==> config.mk <==
export PLATFORM = sky130hd
export DESIGN_NAME = sr_latch_seq_ctrl
export DESIGN_NICKNAME = d
export VERILOG_FILES = /design/src/rtl/sr_latch_seq_ctrl.sv
export SDC_FILE = /design/constraint.sdc
export NUM_CORES = 1
export LEC_CHECK = 0
export CORE_MARGIN = 2
export CORE_UTILIZATION = 49
export CTS_CLUSTER_DIAMETER = 80
export CTS_CLUSTER_SIZE = 30
export DETAILED_ROUTE_END_ITERATION = 8
export PLACE_DENSITY_LB_ADDON = 0.25
export SLEW_MARGIN = 15
export SYNTH_ARGS = -nofsm -noshare
export SYNTH_HDL_FRONTEND = slang
export SYNTH_SLANG_ARGS = --single-unit
==> constraint.sdc <==
create_clock -name clk -period 1.8 [get_ports clk]
set_clock_uncertainty 0.15 [all_clocks]
set_input_delay 0.36 -clock clk [delete_from_list [all_inputs] [get_ports clk]]
set_output_delay 0.36 -clock clk [all_outputs]
set_load 0.01 [all_outputs]
==> src/rtl/sr_latch_seq_ctrl.sv <==
// sr_latch_seq_ctrl: arbitrated pulse sequencer for an active-low NAND SR latch with feedback checking
module sr_latch_seq_ctrl #(
  parameter int PULSE_W = 2,
  parameter int GAP_W   = 3
) (
  input  logic clk,
  input  logic rst,
  input  logic set_req,
  input  logic clr_req,
  input  logic force_pre,
  input  logic force_clr,
  input  logic err_clr,
  input  logic q_fb,
  input  logic qb_fb,
  output logic s_n,
  output logic r_n,
  output logic pre_n,
  output logic clr_n,
  output logic set_ack,
  output logic clr_ack,
  output logic force_ack,
  output logic busy,
  output logic q_exp,
  output logic err
);
  localparam int MX = PULSE_W > GAP_W ? PULSE_W : GAP_W;
  localparam int CW = $clog2(MX + 1);
  typedef enum logic [1:0] {IDLE, PULSE, GAP} state_t;
  typedef enum logic [1:0] {OP_SET, OP_CLR, OP_PRE, OP_FCL} op_t;
  state_t state_q, state_d;
  op_t op_q, op_d, lo_op;
  logic [CW-1:0] cnt_q, cnt_d;
  logic rr_q, rr_d;
  logic s_n_q, s_n_d, r_n_q, r_n_d, pre_n_q, pre_n_d, clr_n_q, clr_n_d;
  logic set_ack_q, set_ack_d, clr_ack_q, clr_ack_d, force_ack_q, force_ack_d;
  logic busy_q, busy_d, q_exp_q, q_exp_d, err_q, err_d;
  logic q_s1_q, q_s2_q, qb_s1_q, qb_s2_q;
  logic lo, mism;
  always_comb begin
    state_d     = state_q;
    op_d        = op_q;
    cnt_d       = cnt_q;
    rr_d        = rr_q;
    q_exp_d     = q_exp_q;
    lo          = 1'b0;
    lo_op       = op_q;
    set_ack_d   = 1'b0;
    clr_ack_d   = 1'b0;
    force_ack_d = 1'b0;
    mism        = 1'b0;
    case (state_q)
      IDLE: if (force_pre || force_clr || set_req || clr_req) begin
        // rr_q high means set was served last, so a tie goes to clr
        op_d    = force_pre ? OP_PRE : force_clr ? OP_FCL :
                  (set_req && !(clr_req && rr_q)) ? OP_SET : OP_CLR;
        state_d = PULSE;
        cnt_d   = CW'(PULSE_W);
        lo      = 1'b1;
        lo_op   = op_d;
      end
      PULSE: if (cnt_q == CW'(1)) begin
        state_d = GAP;
        cnt_d   = CW'(GAP_W);
        q_exp_d = (op_q == OP_SET) || (op_q == OP_PRE);
      end else begin
        cnt_d = cnt_q - 1'b1;
        lo    = 1'b1;
      end
      GAP: begin
        cnt_d = cnt_q - 1'b1;
        // decided one cycle early so ack and err are visible in the last gap cycle
        if (cnt_q == CW'(2)) begin
          set_ack_d   = op_q == OP_SET;
          clr_ack_d   = op_q == OP_CLR;
          force_ack_d = (op_q == OP_PRE) || (op_q == OP_FCL);
          mism        = (q_s2_q != q_exp_q) || (qb_s2_q == q_exp_q);
        end
        if (cnt_q == CW'(1)) begin
          state_d = IDLE;
          rr_d    = (op_q == OP_SET || op_q == OP_CLR) ? (op_q == OP_SET) : rr_q;
        end
      end
      default: state_d = IDLE;
    endcase
    s_n_d   = !(lo && lo_op == OP_SET);
    r_n_d   = !(lo && lo_op == OP_CLR);
    pre_n_d = !(lo && lo_op == OP_PRE);
    clr_n_d = !(lo && lo_op == OP_FCL);
    busy_d  = state_d != IDLE;
    err_d   = mism || (err_q && !err_clr);
  end
  always_ff @(posedge clk or posedge rst) begin
    if (rst) begin
      state_q     <= IDLE;
      op_q        <= OP_SET;
      cnt_q       <= '0;
      rr_q        <= 1'b0;
      s_n_q       <= 1'b1;
      r_n_q       <= 1'b1;
      pre_n_q     <= 1'b1;
      clr_n_q     <= 1'b1;
      set_ack_q   <= 1'b0;
      clr_ack_q   <= 1'b0;
      force_ack_q <= 1'b0;
      busy_q      <= 1'b0;
      q_exp_q     <= 1'b0;
      err_q       <= 1'b0;
      q_s1_q      <= 1'b0;
      q_s2_q      <= 1'b0;
      qb_s1_q     <= 1'b0;
      qb_s2_q     <= 1'b0;
    end else begin
      state_q     <= state_d;
      op_q        <= op_d;
      cnt_q       <= cnt_d;
      rr_q        <= rr_d;
      s_n_q       <= s_n_d;
      r_n_q       <= r_n_d;
      pre_n_q     <= pre_n_d;
      clr_n_q     <= clr_n_d;
      set_ack_q   <= set_ack_d;
      clr_ack_q   <= clr_ack_d;
      force_ack_q <= force_ack_d;
      busy_q      <= busy_d;
      q_exp_q     <= q_exp_d;
      err_q       <= err_d;
      q_s1_q      <= q_fb;
      q_s2_q      <= q_s1_q;
      qb_s1_q     <= qb_fb;
      qb_s2_q     <= qb_s1_q;
    end
  end
  assign s_n       = s_n_q;
  assign r_n       = r_n_q;
  assign pre_n     = pre_n_q;
  assign clr_n     = clr_n_q;
  assign set_ack   = set_ack_q;
  assign clr_ack   = clr_ack_q;
  assign force_ack = force_ack_q;
  assign busy      = busy_q;
  assign q_exp     = q_exp_q;
  assign err       = err_q;
endmodule
======== Word level (Yosys, flattened, before mapping) ========
Cells that the tools add are included.
cells by class
  add/sub/neg operators ................... 1
  equal/unequal tests ..................... 13
  mux-type cells .......................... 23
  reductions and logical operators ........ 29
operators with widths
  operator             number
  $mux 2               9
  $eq 2x2->1 const B   6
  $pmux 2 s3           2
  $mux 1               11
  $eq 2x1->1 const B   4
  $logic_or 1x1->1     8
  $logic_and 1x1->1    7
  $logic_not 1->1      6
  $logic_not 2->1      3
  $reduce_and 2->1     2
  $reduce_and 3->1     1
  $reduce_bool 3->1    1
  $ne 2x2->1 const B   1
  $pmux 1 s2           1
  $reduce_bool 2->1    1
  $sub 2x1->2 const B  1
  $eq 1x1->1           1
  $ne 1x1->1           1
storage, ports and cells
  register bits after elaboration ......... 21
  output and inout port bits .............. 10
  word-level logic and storage cells ...... 84

======== Logic depth before layout (Yosys ltp) ========
  depth after elaboration ................. 11
  depth in mapped cells ................... 6

======== Worst setup path before layout ========
No wires, ideal clock.
  path kind ............................... register to register
  start point ............................. register cnt_q[1]
  end point ............................... register busy_q (netlist: busy)
  arrival ................................. 1298 ps
  required time ........................... 1526 ps
  slack ................................... 228 ps
  stages on the path, launching flop included .. 7
  cells stage by stage .................... dfrtp_1 > inv_1 > ha_1 > inv_1 > a221oi_1 > a211oi_2 > o21bai_2
between the ends
  longest elaborated chain between the ends .. 4
  elaborated cells between the ends (all ways) .. 5
  classes of those cells .................. eq/ne (1); mux (3); reduce/logical (1)
ends and longest elaborated chain
  element                    line    text
  start: declaration         32      logic [CW-1:0] cnt_q, cnt_d;
  start signal: assignment   115     cnt_q <= cnt_d;
  $eq 2x1->1 (*)             61, 78
  $mux 2 (on tied branches)  78, 61
  $pmux 2 s3 (*)             51      case (state_q)
  named net state_d[1]       30      state_t state_q, state_d;
  $reduce_bool 2->1 (*)      89      busy_d = state_d != IDLE;
  named net busy_d           36      logic busy_q, busy_d, q_exp_q, q_exp_d, err_q, err_d;
  end signal: assignment     124     busy_q <= busy_d;
  end: declaration           36
Mark *: on every way through the listed nets, which the timed path passes. The rest lies on a longest branch.
A chain may end at the register's enable or synchronous reset.

======== Final worst setup path ========
  start point ............................. register err_q (netlist: err)
  end point ............................... output err
RTL lines
  element                   line  text
  start: declaration        36
  start signal: assignment  126   err_q <= err_d;
  end: declaration          24    output logic err
No word-level cell between the ends.

==> impl_results.md <==
* Total number of vias at 693
* H-tree depth at 1
* Hold path cells at 0
* Crit start category: flip-flop
* Ant. Diodes at 0
* Reg2Reg Setup Slack at about 140 ps
* Critical path cell sequence: clkdlybuf4s50_1
* Layout Utilization at between 60% and 70%
* Critical path's largest stage delay at about 530 ps
* Vert. Die Dim at about 49 um
* # port buffers at 18
* Worst-margin pin slew at 368 ps
* Synthesized cell area at a little under 0.001 mm2
* GP Congestion at 0.767
* Cell variety after synth at 29
* IO Count at 19
* Placed instance count at 135
* Crit. End Element: output port
* DRT antenna net count at 0
* Minimum clock period at 1710 ps
* Final hold vios at 0
* Net Switching at 0.644 mW
* Classification of the worst setup path: flip-flop to output port
* CP delay by family, top: buffers and inverters
* Syn nets at 106
* Seq/Total Area, Yosys at 54.3%
* Area grow syn2layout at 27.1%
* Total chip power at ~1.7 mW
* Sink Count at 21
* Clock Tree Buf Depth at 2
* Filler cells at between 150 and 200
* Ys Warns at 0
* Nets at roughly 130
* Part of the power in the clock network at 13.0%
* Power Internal at around 1.1 mW
* Vias per inst at 4.99
* Final WS setup at 88.7 ps
* Avg WL per Cell at 12.1 um
* Depth of the most critical reg-to-reg path at 6
* Vias in the first global route at roughly 680
* Synth Flop Type: dfrtp_1
* Crit Path Max Fanout at 2
* Design area at 0.00124 mm2
* Slowest-stage cell, CP: clkdlybuf4s50_1
* Comb power frac at 44.1%
* Synthesized flop and latch total at 21
* Setup violators final at 0
* Outcome: finished clean
* Tcrit/Tclk final at roughly 95%
* Pwr dens at approximately 1400 mW/mm2
* Layout Cells excl Fill at 139
* Cts bufs inserted at 3
* Die area at roughly 0.0024 mm2
* Layout cell share with drive strength beyond 1 at 17.0%
* Post-route setup TNS at 0 ps
* Final HPWL DP at about 1300 um
* Max cap viols at 0
* CTS tree: done
* Max IR drop VDD at approximately 0.92 mV
* Reg area at around 530 um2
* Sequential fraction of design power at between 40 and 50%
* Worst hold path startpoint: q_s1_q$_DFF_PP0_
* GRT Total Usage at between 15 and 20%
* Initial antenna violation count at 0
* Post-CTS Setup Bufs at 0
* Clock Tree Root: clkbuf_4
* Slew headroom at roughly three quarters
* Mean Syn Cell Area at ~11 um2
* Hold path endpoint: q_s2_q$_DFF_PP0_
* First-pass GRT wire length at ~2900 um
* Initial DRC Count at 12
* Starting Density at 50.8%
* Async SR Flop Fraction at 100%
* DRC viols at 0
* Core area at 0.00192 mm2
* Switching Fraction at between 30% and 40%
* Max Slew Vio Count at 0
* Post-synth EDFFs at 0
* Clock latency on the worst-skew pair at between 300 and 400 ps
* Leakage power at roughly 0.56 nW
* Multi-input logic area at slightly above 400 um2
* Routed WL at 1680 um
* Die X at about 49 um
* Reg-to-Reg Start: cnt_q[1]$_DFFE_PP0P_
* CTS Hold Bufs at 0
* Type of the tightest min-delay check: flip-flop to flip-flop
* Largest registers: cnt_q x2, op_q x2, state_q x2
* Crit path buf inv count at 1
* Clk slew on worst S/H paths at roughly 110 ps
* Largest net degree at the start of global routing at 22
* Dpl ws at -186 ps
* Worst hold margin at 214 ps
* Area after DPL at between 0.001 and 0.0015 mm2
* GR Overflow Total at 0
* First-pass iteration count of the detailed router at 4
* Rows at 16
* Cell count after synthesis at 88
* Crit. path cell count at 1
* Crit Reg-Reg Endpoint: busy$_DFF_PP0_
* RSZ-0062 raised after global routing: false
* CP arrival at between 1000 and 1500 ps
* Required time of the critical path at 1290 ps
* FMAX at 584 MHz
-- cells in the final DEF (no fill, tap or decap), drive strengths merged, types with 2 or more instances in the layout --
master | synthesis | final
a21oi | 2 | 2
a31oi | 2 | 2
buf | 0 | 2
clkbuf | 0 | 3
clkdlybuf4s50 | 0 | 13
dfrtp | 17 | 17
dfstp | 4 | 4
dlygate4sd2 | 0 | 4
ha | 9 | 9
inv | 12 | 12
nand2 | 10 | 10
nor2 | 3 | 3
nor3 | 3 | 3
o21ai | 8 | 8
o21bai | 2 | 2
o22ai | 2 | 2
-- cells in the mapped netlist, types with 2 or more instances --
cell     count  area share (%)
a21oi_1      2             1.0
dfstp_2      4              11
o21ai_0      5             2.6
nand2_1     10             3.8
dfrtp_1     17              44
o22ai_1      2             1.3
nor2_1       3             1.2
o21ai_1      3             1.5
ha_1         9              12
inv_1       12             4.6
a31oi_1      2             1.3
nor3_1       2             1.0
-- layout make-up --
type | count | share of cell area, %
inverters | 12 | 3.63
clock inverters | 1 | 0.403
clock buffers | 3 | 1.81
multi-input cells | 55 | 33.2
repair buffers | 20 | 15.5
flip-flops and latches | 21 | 42.7
well taps | 27 | 2.72
-- cells by family after synthesis --
| group | after synthesis | share of synthesized area [%] |
|---|---|---|
| simple gates | 25 | 13.3 |
| compound gates | 21 | 16.3 |
| flops | 21 | 54.3 |
| buf+inv | 12 | 4.61 |
| fa+ha+maj | 9 | 11.5 |
-- metal layers --
metal | vias up | GRT usage [%] | routed length, um
met5 | - | 0 | 0
li1 | 346 | - | -
met1 | 324 | 18.0 | 699
met4 | 0 | 10.0 | 48
met2 | 18 | 28.1 | 860
met3 | 5 | 3.09 | 66
-- how the worst max path moves through the flow --
stage,startpoint,to
finish,err$_DFF_PP0_,err
global route,state_q[0]$_DFF_PP0_,rr_q$_DFFE_PP0P_
CTS,q_exp$_DFFE_PP0P_,q_exp
detailed placement,force_clr,busy$_DFF_PP0_
global placement,force_clr,busy$_DFF_PP0_
floorplan,cnt_q[1]$_DFFE_PP0P_,busy$_DFF_PP0_
-- power groups by stage --
stage               Sequential (mW)  Combinational [mW]  Clock, mW
finish                        0.731               0.751      0.221
CTS                           0.734               0.737      0.230
detailed placement            0.747               0.757          0
floorplan                     0.756               0.472          0
global route                  0.754               0.840      0.248
global placement              0.742               0.736          0
-- repair_timing --
action | 4_1_cts | 5_1_grt
gates resized for setup | 4 | 4
endpoints found under the setup margin | 4 | 3
pin swaps | 0 | 0
Power figures use the tool's default switching activity.
